`src/rtl/sixteen_lac_accum.sv`:
```
// sixteen_lac: 16-bit carry-lookahead adder built from four 4-bit groups.
//   Inside each group the carry ripples across four bits. Group generate and
//   propagate terms feed a lookahead unit that forms every group carry-in
//   directly from ci.
//   a, b : operands      ci : carry-in
//   s    : sum           c1 : carry-out of bit 15
//
// sixteen_lac_accum: sequential accumulator downstream of sixteen_lac.
//   Collects COUNT operands over an input handshake. Each operand is added to
//   or subtracted from a running 16-bit sum. The final sum, the carry-out of
//   the last beat and a sticky signed-overflow flag are then presented on an
//   output handshake that holds until the consumer takes it.
//   clk, rst (async, active high), clr (sync abort)
//   in_valid/in_ready/din/op  : operand stream (op=1 subtracts)
//   out_valid/out_ready       : result handshake
//   sum/co/ovf                : result; all zero whenever out_valid=0
//
// Handshake rules: a transfer happens on a rising edge where valid and ready
// are both high. The producer holds its data stable until it sees ready.
// out_valid and the result stay asserted and unchanged until out_ready is seen.

module sixteen_lac (
  input  logic [15:0] a,
  input  logic [15:0] b,
  input  logic        ci,
  output logic [15:0] s,
  output logic        c1
);

  logic [15:0] g;
  logic [15:0] p;
  logic [3:0]  grp_g;
  logic [3:0]  grp_p;
  logic [4:0]  grp_c;
  logic [15:0] c;

  assign g = a & b;
  assign p = a ^ b;

  always_comb begin
    for (int k = 0; k < 4; k++) begin
      grp_g[k] = g[4*k+3]
               | (p[4*k+3] & g[4*k+2])
               | (p[4*k+3] & p[4*k+2] & g[4*k+1])
               | (p[4*k+3] & p[4*k+2] & p[4*k+1] & g[4*k]);
      grp_p[k] = p[4*k+3] & p[4*k+2] & p[4*k+1] & p[4*k];
    end
  end

  // Lookahead across groups: each group carry-in depends only on ci and the
  // group terms. No carry passes from one group to the next.
  always_comb begin
    grp_c[0] = ci;
    grp_c[1] = grp_g[0] | (grp_p[0] & ci);
    grp_c[2] = grp_g[1] | (grp_p[1] & grp_g[0]) | (grp_p[1] & grp_p[0] & ci);
    grp_c[3] = grp_g[2] | (grp_p[2] & grp_g[1]) | (grp_p[2] & grp_p[1] & grp_g[0])
             | (grp_p[2] & grp_p[1] & grp_p[0] & ci);
    grp_c[4] = grp_g[3] | (grp_p[3] & grp_g[2]) | (grp_p[3] & grp_p[2] & grp_g[1])
             | (grp_p[3] & grp_p[2] & grp_p[1] & grp_g[0])
             | (grp_p[3] & grp_p[2] & grp_p[1] & grp_p[0] & ci);
  end

  always_comb begin
    for (int k = 0; k < 4; k++) begin
      c[4*k]   = grp_c[k];
      c[4*k+1] = g[4*k]   | (p[4*k]   & c[4*k]);
      c[4*k+2] = g[4*k+1] | (p[4*k+1] & c[4*k+1]);
      c[4*k+3] = g[4*k+2] | (p[4*k+2] & c[4*k+2]);
    end
  end

  assign s  = p ^ c;
  assign c1 = grp_c[4];

endmodule

module sixteen_lac_accum #(
  parameter int COUNT = 4,
  parameter int CNT_W = 8
) (
  input  logic        clk,
  input  logic        rst,
  input  logic        clr,
  input  logic        in_valid,
  output logic        in_ready,
  input  logic [15:0] din,
  input  logic        op,
  output logic        out_valid,
  input  logic        out_ready,
  output logic [15:0] sum,
  output logic        co,
  output logic        ovf
);

  typedef enum logic [1:0] {
    IDLE = 2'd0,
    ACC  = 2'd1,
    DONE = 2'd2
  } state_t;

  state_t           state;
  logic [15:0]      acc;
  logic [CNT_W-1:0] cnt;
  logic             co_q;
  logic             ovf_q;
  logic             in_ready_q;
  logic             out_valid_q;

  logic [15:0]      add_a;
  logic [15:0]      add_b;
  logic [15:0]      add_s;
  logic             add_c1;
  logic             beat;
  logic             beat_ovf;
  logic             last_beat;

  // In IDLE the accumulator counts as zero, so a block never inherits a
  // previous sum.
  assign add_a = (state == IDLE) ? 16'h0000 : acc;
  // Subtraction is a + ~b + 1, so the adder's carry-in carries the +1.
  assign add_b = op ? ~din : din;

  sixteen_lac u_adder (
    .a  (add_a),
    .b  (add_b),
    .ci (op),
    .s  (add_s),
    .c1 (add_c1)
  );

  // in_ready_q is already low in DONE. The state term keeps a beat out of a
  // handoff cycle even if the ready flag were wrong.
  assign beat      = in_valid && in_ready_q && (state != DONE);
  assign beat_ovf  = (add_a[15] == add_b[15]) && (add_s[15] != add_a[15]);
  assign last_beat = (COUNT == 1) || (cnt == CNT_W'(COUNT - 1));

  always_ff @(posedge clk or posedge rst) begin
    if (rst) begin
      state       <= IDLE;
      acc         <= 16'h0000;
      cnt         <= '0;
      co_q        <= 1'b0;
      ovf_q       <= 1'b0;
      in_ready_q  <= 1'b0;
      out_valid_q <= 1'b0;
    end else if (clr) begin
      state       <= IDLE;
      acc         <= 16'h0000;
      cnt         <= '0;
      co_q        <= 1'b0;
      ovf_q       <= 1'b0;
      in_ready_q  <= 1'b1;
      out_valid_q <= 1'b0;
    end else begin
      case (state)
        IDLE: begin
          // After reset release the ready flag comes up here, one edge later.
          in_ready_q <= 1'b1;
          if (beat) begin
            acc   <= add_s;
            co_q  <= add_c1;
            ovf_q <= beat_ovf;
            cnt   <= CNT_W'(1);
            if (COUNT == 1) begin
              state       <= DONE;
              in_ready_q  <= 1'b0;
              out_valid_q <= 1'b1;
            end else begin
              state <= ACC;
            end
          end
        end
        ACC: begin
          if (beat) begin
            acc   <= add_s;
            co_q  <= add_c1;
            ovf_q <= ovf_q | beat_ovf;
            cnt   <= cnt + CNT_W'(1);
            if (last_beat) begin
              state       <= DONE;
              in_ready_q  <= 1'b0;
              out_valid_q <= 1'b1;
            end
          end
        end
        DONE: begin
          if (out_ready) begin
            state       <= IDLE;
            acc         <= 16'h0000;
            cnt         <= '0;
            co_q        <= 1'b0;
            ovf_q       <= 1'b0;
            in_ready_q  <= 1'b1;
            out_valid_q <= 1'b0;
          end
        end
        default: begin
          state       <= IDLE;
          acc         <= 16'h0000;
          cnt         <= '0;
          co_q        <= 1'b0;
          ovf_q       <= 1'b0;
          in_ready_q  <= 1'b1;
          out_valid_q <= 1'b0;
        end
      endcase
    end
  end

  assign in_ready  = in_ready_q;
  assign out_valid = out_valid_q;
  // The result is masked so that it reads as zero whenever no output is offered.
  assign sum       = out_valid_q ? acc   : 16'h0000;
  assign co        = out_valid_q ? co_q  : 1'b0;
  assign ovf       = out_valid_q ? ovf_q : 1'b0;

endmodule
```
`config.mk`:
```
export PLATFORM = sky130hd
export DESIGN_NAME = sixteen_lac_accum
export DESIGN_NICKNAME = d
export VERILOG_FILES = /design/src/rtl/sixteen_lac_accum.sv
export SDC_FILE = /design/constraint.sdc
export NUM_CORES = 1
export LEC_CHECK = 0
export CAP_MARGIN = 20
export CORE_UTILIZATION = 30
export CTS_CLUSTER_SIZE = 40
export DETAILED_ROUTE_END_ITERATION = 6
export PLACE_DENSITY = 0.6
export SKIP_LAST_GASP = 1
export SLEW_MARGIN = 20
export SYNTH_ARGS = -nofsm -noshare
export SYNTH_HDL_FRONTEND = slang
export SYNTH_SLANG_ARGS = --single-unit
```
`constraint.sdc`:
```
create_clock -name clk -period 7.6 [get_ports clk]
set_input_delay 1.9 -clock clk [delete_from_list [all_inputs] [get_ports clk]]
set_output_delay 1.9 -clock clk [all_outputs]
set_load 0.02 [all_outputs]
```
==> results by group <==
Run status
  • Status: finished, final reports clean

Pwr
  • Switching share of power: 31.8%
  • Comb pwr share: 26.7%
  • Peak supply drop: 0.0000605 V
  • Switching pwr: 142 uW
  • Internal power: just over 300 uW
  • Seq pwr share: 42.6%
  • Pleak: 1.27 nW
  • Clock network power share: 30.7%
  • PD cells: 148 mW/mm^2

STA
  • Relative slew margins: between 30% and 40%
  • Slew @ Worst Pin: 0.991 ns
  • Setup Viol. Count Final: 0
  • Worst Clk Skew: approximately 0.0062 ns
  • Final worst path period share: 78.2%
  • Final worst slack: 1.65 ns
  • Setup_tns: 0 ns
  • Slew Limit Fails: 0
  • Hold WS: 0.495 ns
  • FMAX: approximately 170 MHz
  • Crit path time final: approximately 5.9 ns
  • Final hold violations: 0
  • RSZ-0062 raised after global routing: no

Worst setup path
  • CP arrival: 6.14 ns
  • Reg2reg start: state[0]$_DFFE_PP0P_
  • CP startpoint: op
  • CP endpoint kind: flop
  • WP data required: approximately 7.8 ns
  • Crit path launch type: input port
  • Worst setup path class: input port to flop
  • CP Max Fanout: 18

Global routing
  • GRT Util Overall: 13.8%
  • First-pass GRT wire length: 9230 um
  • Antenna violations before repair: 0
  • Grt ovf: 0
  • Vias in the first global route: 1958
  • Largest net degree at the start of global routing: 48

Clock network
  • Gates resized, CTS repair: 0
  • Clock root buffer: clkbuf_8
  • H-Tree Depth: 2
  • CTS buffer count: 5
  • CTS clk-pin slew, worst paths: 0.07 ns
  • CTS tree: done
  • Clk Latency, worst-skew pair: between 0.2 and 0.3 ns
  • # hold bufs at CTS: 0
  • Post-CTS Setup Repair Bufs: 0
  • Buffer levels on the longest clock path: 2
  • CTS Sinks: 30

Drt
  • Vias/cell: about 4.7
  • Post-Route WL: roughly 5300 um
  • Residual DRC count: 0
  • Initial DRC Count: 95
  • Avg WL per Cell: 12.9 um
  • Remaining antenna violation count: 0
  • Via count: 1925
  • Pre-Repair DR Iteration Count: 4

Layout
  • Number of diodes: 0
  • Nets: 357
  • Syn-to-layout area delta: 23.3%
  • Design area: 0.00302 mm^2
  • Fraction of layout cells with a size suffix above 1: around 5.2%
  • Finished Core Util: 38.6%
  • Fillcell total: 801

Yosys
  • Fraction of registers with async set/reset: 100%
  • Mapped cell area: 0.00244 mm^2
  • Number of enable flip-flop cells after synthesis: 0
  • Yosys top cell by area: dfrtp_1
  • Seq/Total Area, Yosys: 30.7%
  • Net count after synthesis: 320
  • FF+latch count, synth: 30
  • Synth Flop Type: dfrtp_1
  • Yosys warns: 0
  • Cell count after synthesis: 269
  • Unique masters post-synth: 36
  • Largest cells by area after synthesis: dfrtp_1 (31%), fa_1 (9.8%), ha_1 (8.7%)
  • Synth top area share: 30.7%
  • Avg Inst Size Synth: 9.09 um^2

Flow run
  • Maxcap violations: 0

Placement
  • RePlAce Congestion: 0.818
  • Port Buf Inserts: a little over 40
  • Pre-CTS setup slack: 1.42 ns
  • Area post-placement: 0.00292 mm^2
  • Final HPWL from detailed placement: 3880 um

Floorplanning
  • Die Span X: around 92 um
  • Initial Util: 31.3%
  • Core Area: 0.00781 mm^2
  • Die Footprint: roughly 0.0085 mm^2
  • Die span in y: about 92 um
  • Core Rows: 32
  • Top Ports: 42

Hold path
  • Worst hold path startpoint: acc[4]$_DFFE_PP0P_
  • HP Class: flop to flop
cells by family (layout without fill, tap and decap cells):
| family | Yosys count | in the layout | share of synthesized area [%] |
|---|---|---|---|
| AND/OR/NAND/NOR | 102 | 102 | 22.1 |
| AO/OA/AOI/OAI | 45 | 45 | 12.5 |
| buffers and inverters | 37 | 75 | 6.86 |
| flip-flops | 30 | 30 | 30.7 |
| adder cells (fa/ha/maj) | 29 | 29 | 18.5 |
| XOR/XNOR | 26 | 26 | 9.31 |
cells in the mapped netlist, types with 8 or more instances:
| master | number |
|---|---|
| and2_1 | 32 |
| dfrtp_1 | 30 |
| nand2_1 | 28 |
| inv_1 | 24 |
| xor2_1 | 20 |
| ha_1 | 17 |
| o31ai_1 | 16 |
| fa_1 | 12 |
| nor2_1 | 12 |
| a21oi_1 | 9 |
| nand3_1 | 8 |
| o21ai_0 | 8 |
sequential cells by signal, summed over array words and instances, names as in the netlist:
name and flops:
acc 16, cnt 8, state 2, co_q 1
in_ready 1, out_valid 1, ovf_q 1
per-stage QoR:
stage / cells / power [mW]
2_1_floorplan: 269 / 0.277
3_3_place_gp: 401 / 0.312
3_5_place_dp: 401 / 0.313
4_1_cts: 409 / 0.450
5_1_grt: 409 / 0.477
6_report: 409 / 0.445
final cells by class:
| class | instances | area [um^2] | area share (%) |
|---|---|---|---|
| multi-input cells | 202 | 1530 | 50.6 |
| clock inverters | 2 | 12.5 | 0.415 |
| flip-flops and latches | 30 | 751 | 24.9 |
| clock buffers | 6 | 82.6 | 2.74 |
| repair buffers | 43 | 425 | 14.1 |
| inverters | 24 | 90.1 | 2.99 |
| well taps | 102 | 128 | 4.23 |
per-layer routing:
| layer | part of all wire [%] | track usage (%) |
|---|---|---|
| met5 | 0 | 0 |
| met4 | 1.8 | 4.82 |
| met3 | 3.6 | 2.90 |
| met2 | 46 | 22.0 |
| met1 | 48 | 18.4 |
cell usage in the layout (no fill, tap or decap), types with 3 or more instances in the layout:
| master | n |
|---|---|
| nand4_1 | 4 |
| and2_1 | 32 |
| nor3_1 | 3 |
| nor2_1 | 12 |
| inv_1 | 24 |
| xnor2_1 | 6 |
| ha_1 | 17 |
| a211oi_1 | 3 |
| xor2_1 | 20 |
| fa_1 | 12 |
| clkdlybuf4s50_1 | 41 |
| o21ai_0 | 8 |
| dfrtp_1 | 30 |
| a21oi_1 | 9 |
| nand2_1 | 28 |
| nand3_1 | 8 |
| clkbuf_8 | 6 |
| o31ai_1 | 16 |
| nand2b_1 | 4 |
final timing paths:
check / endpoint / depth (start not counted) / slack (ns)
max: ovf_q$_DFFE_PP0P_ / 13 / 1.65
min: acc[4]$_DFFE_PP0P_ / 2 / 0.50
max reg2reg: ovf_q$_DFFE_PP0P_ / 13 / 3.44
min reg2reg: acc[4]$_DFFE_PP0P_ / 2 / 0.50
max in group asynchronous: acc[3]$_DFFE_PP0P_ / 3 / 5.32
min in group asynchronous: out_valid$_DFFE_PP0P_ / 3 / 2.00
power by group through the flow:
| stage | Clock (mW) | Sequential, mW | Combinational (mW) |
|---|---|---|---|
| final | 0.137 | 0.189 | 0.119 |
| after global routing | 0.148 | 0.192 | 0.137 |
| after CTS | 0.139 | 0.190 | 0.121 |
| after detailed placement | 0 | 0.193 | 0.120 |
| after global placement | 0 | 0.193 | 0.119 |
| after floorplan | 0 | 0.188 | 0.0892 |
worst max-delay path, cell delays in order:
cell and delay [ns]:
clkdlybuf4s50_1 0.93, xor2_1 0.37, ha_1 0.39, a21oi_1 0.21
a31oi_1 0.11, a211oi_1 0.23, o31ai_1 0.15, fa_1 0.41
fa_1 0.41, fa_1 0.43, xnor2_1 0.14, or4_1 0.38
o21ai_0 0.08
Note: power is estimated with default switching activity, not from simulation.
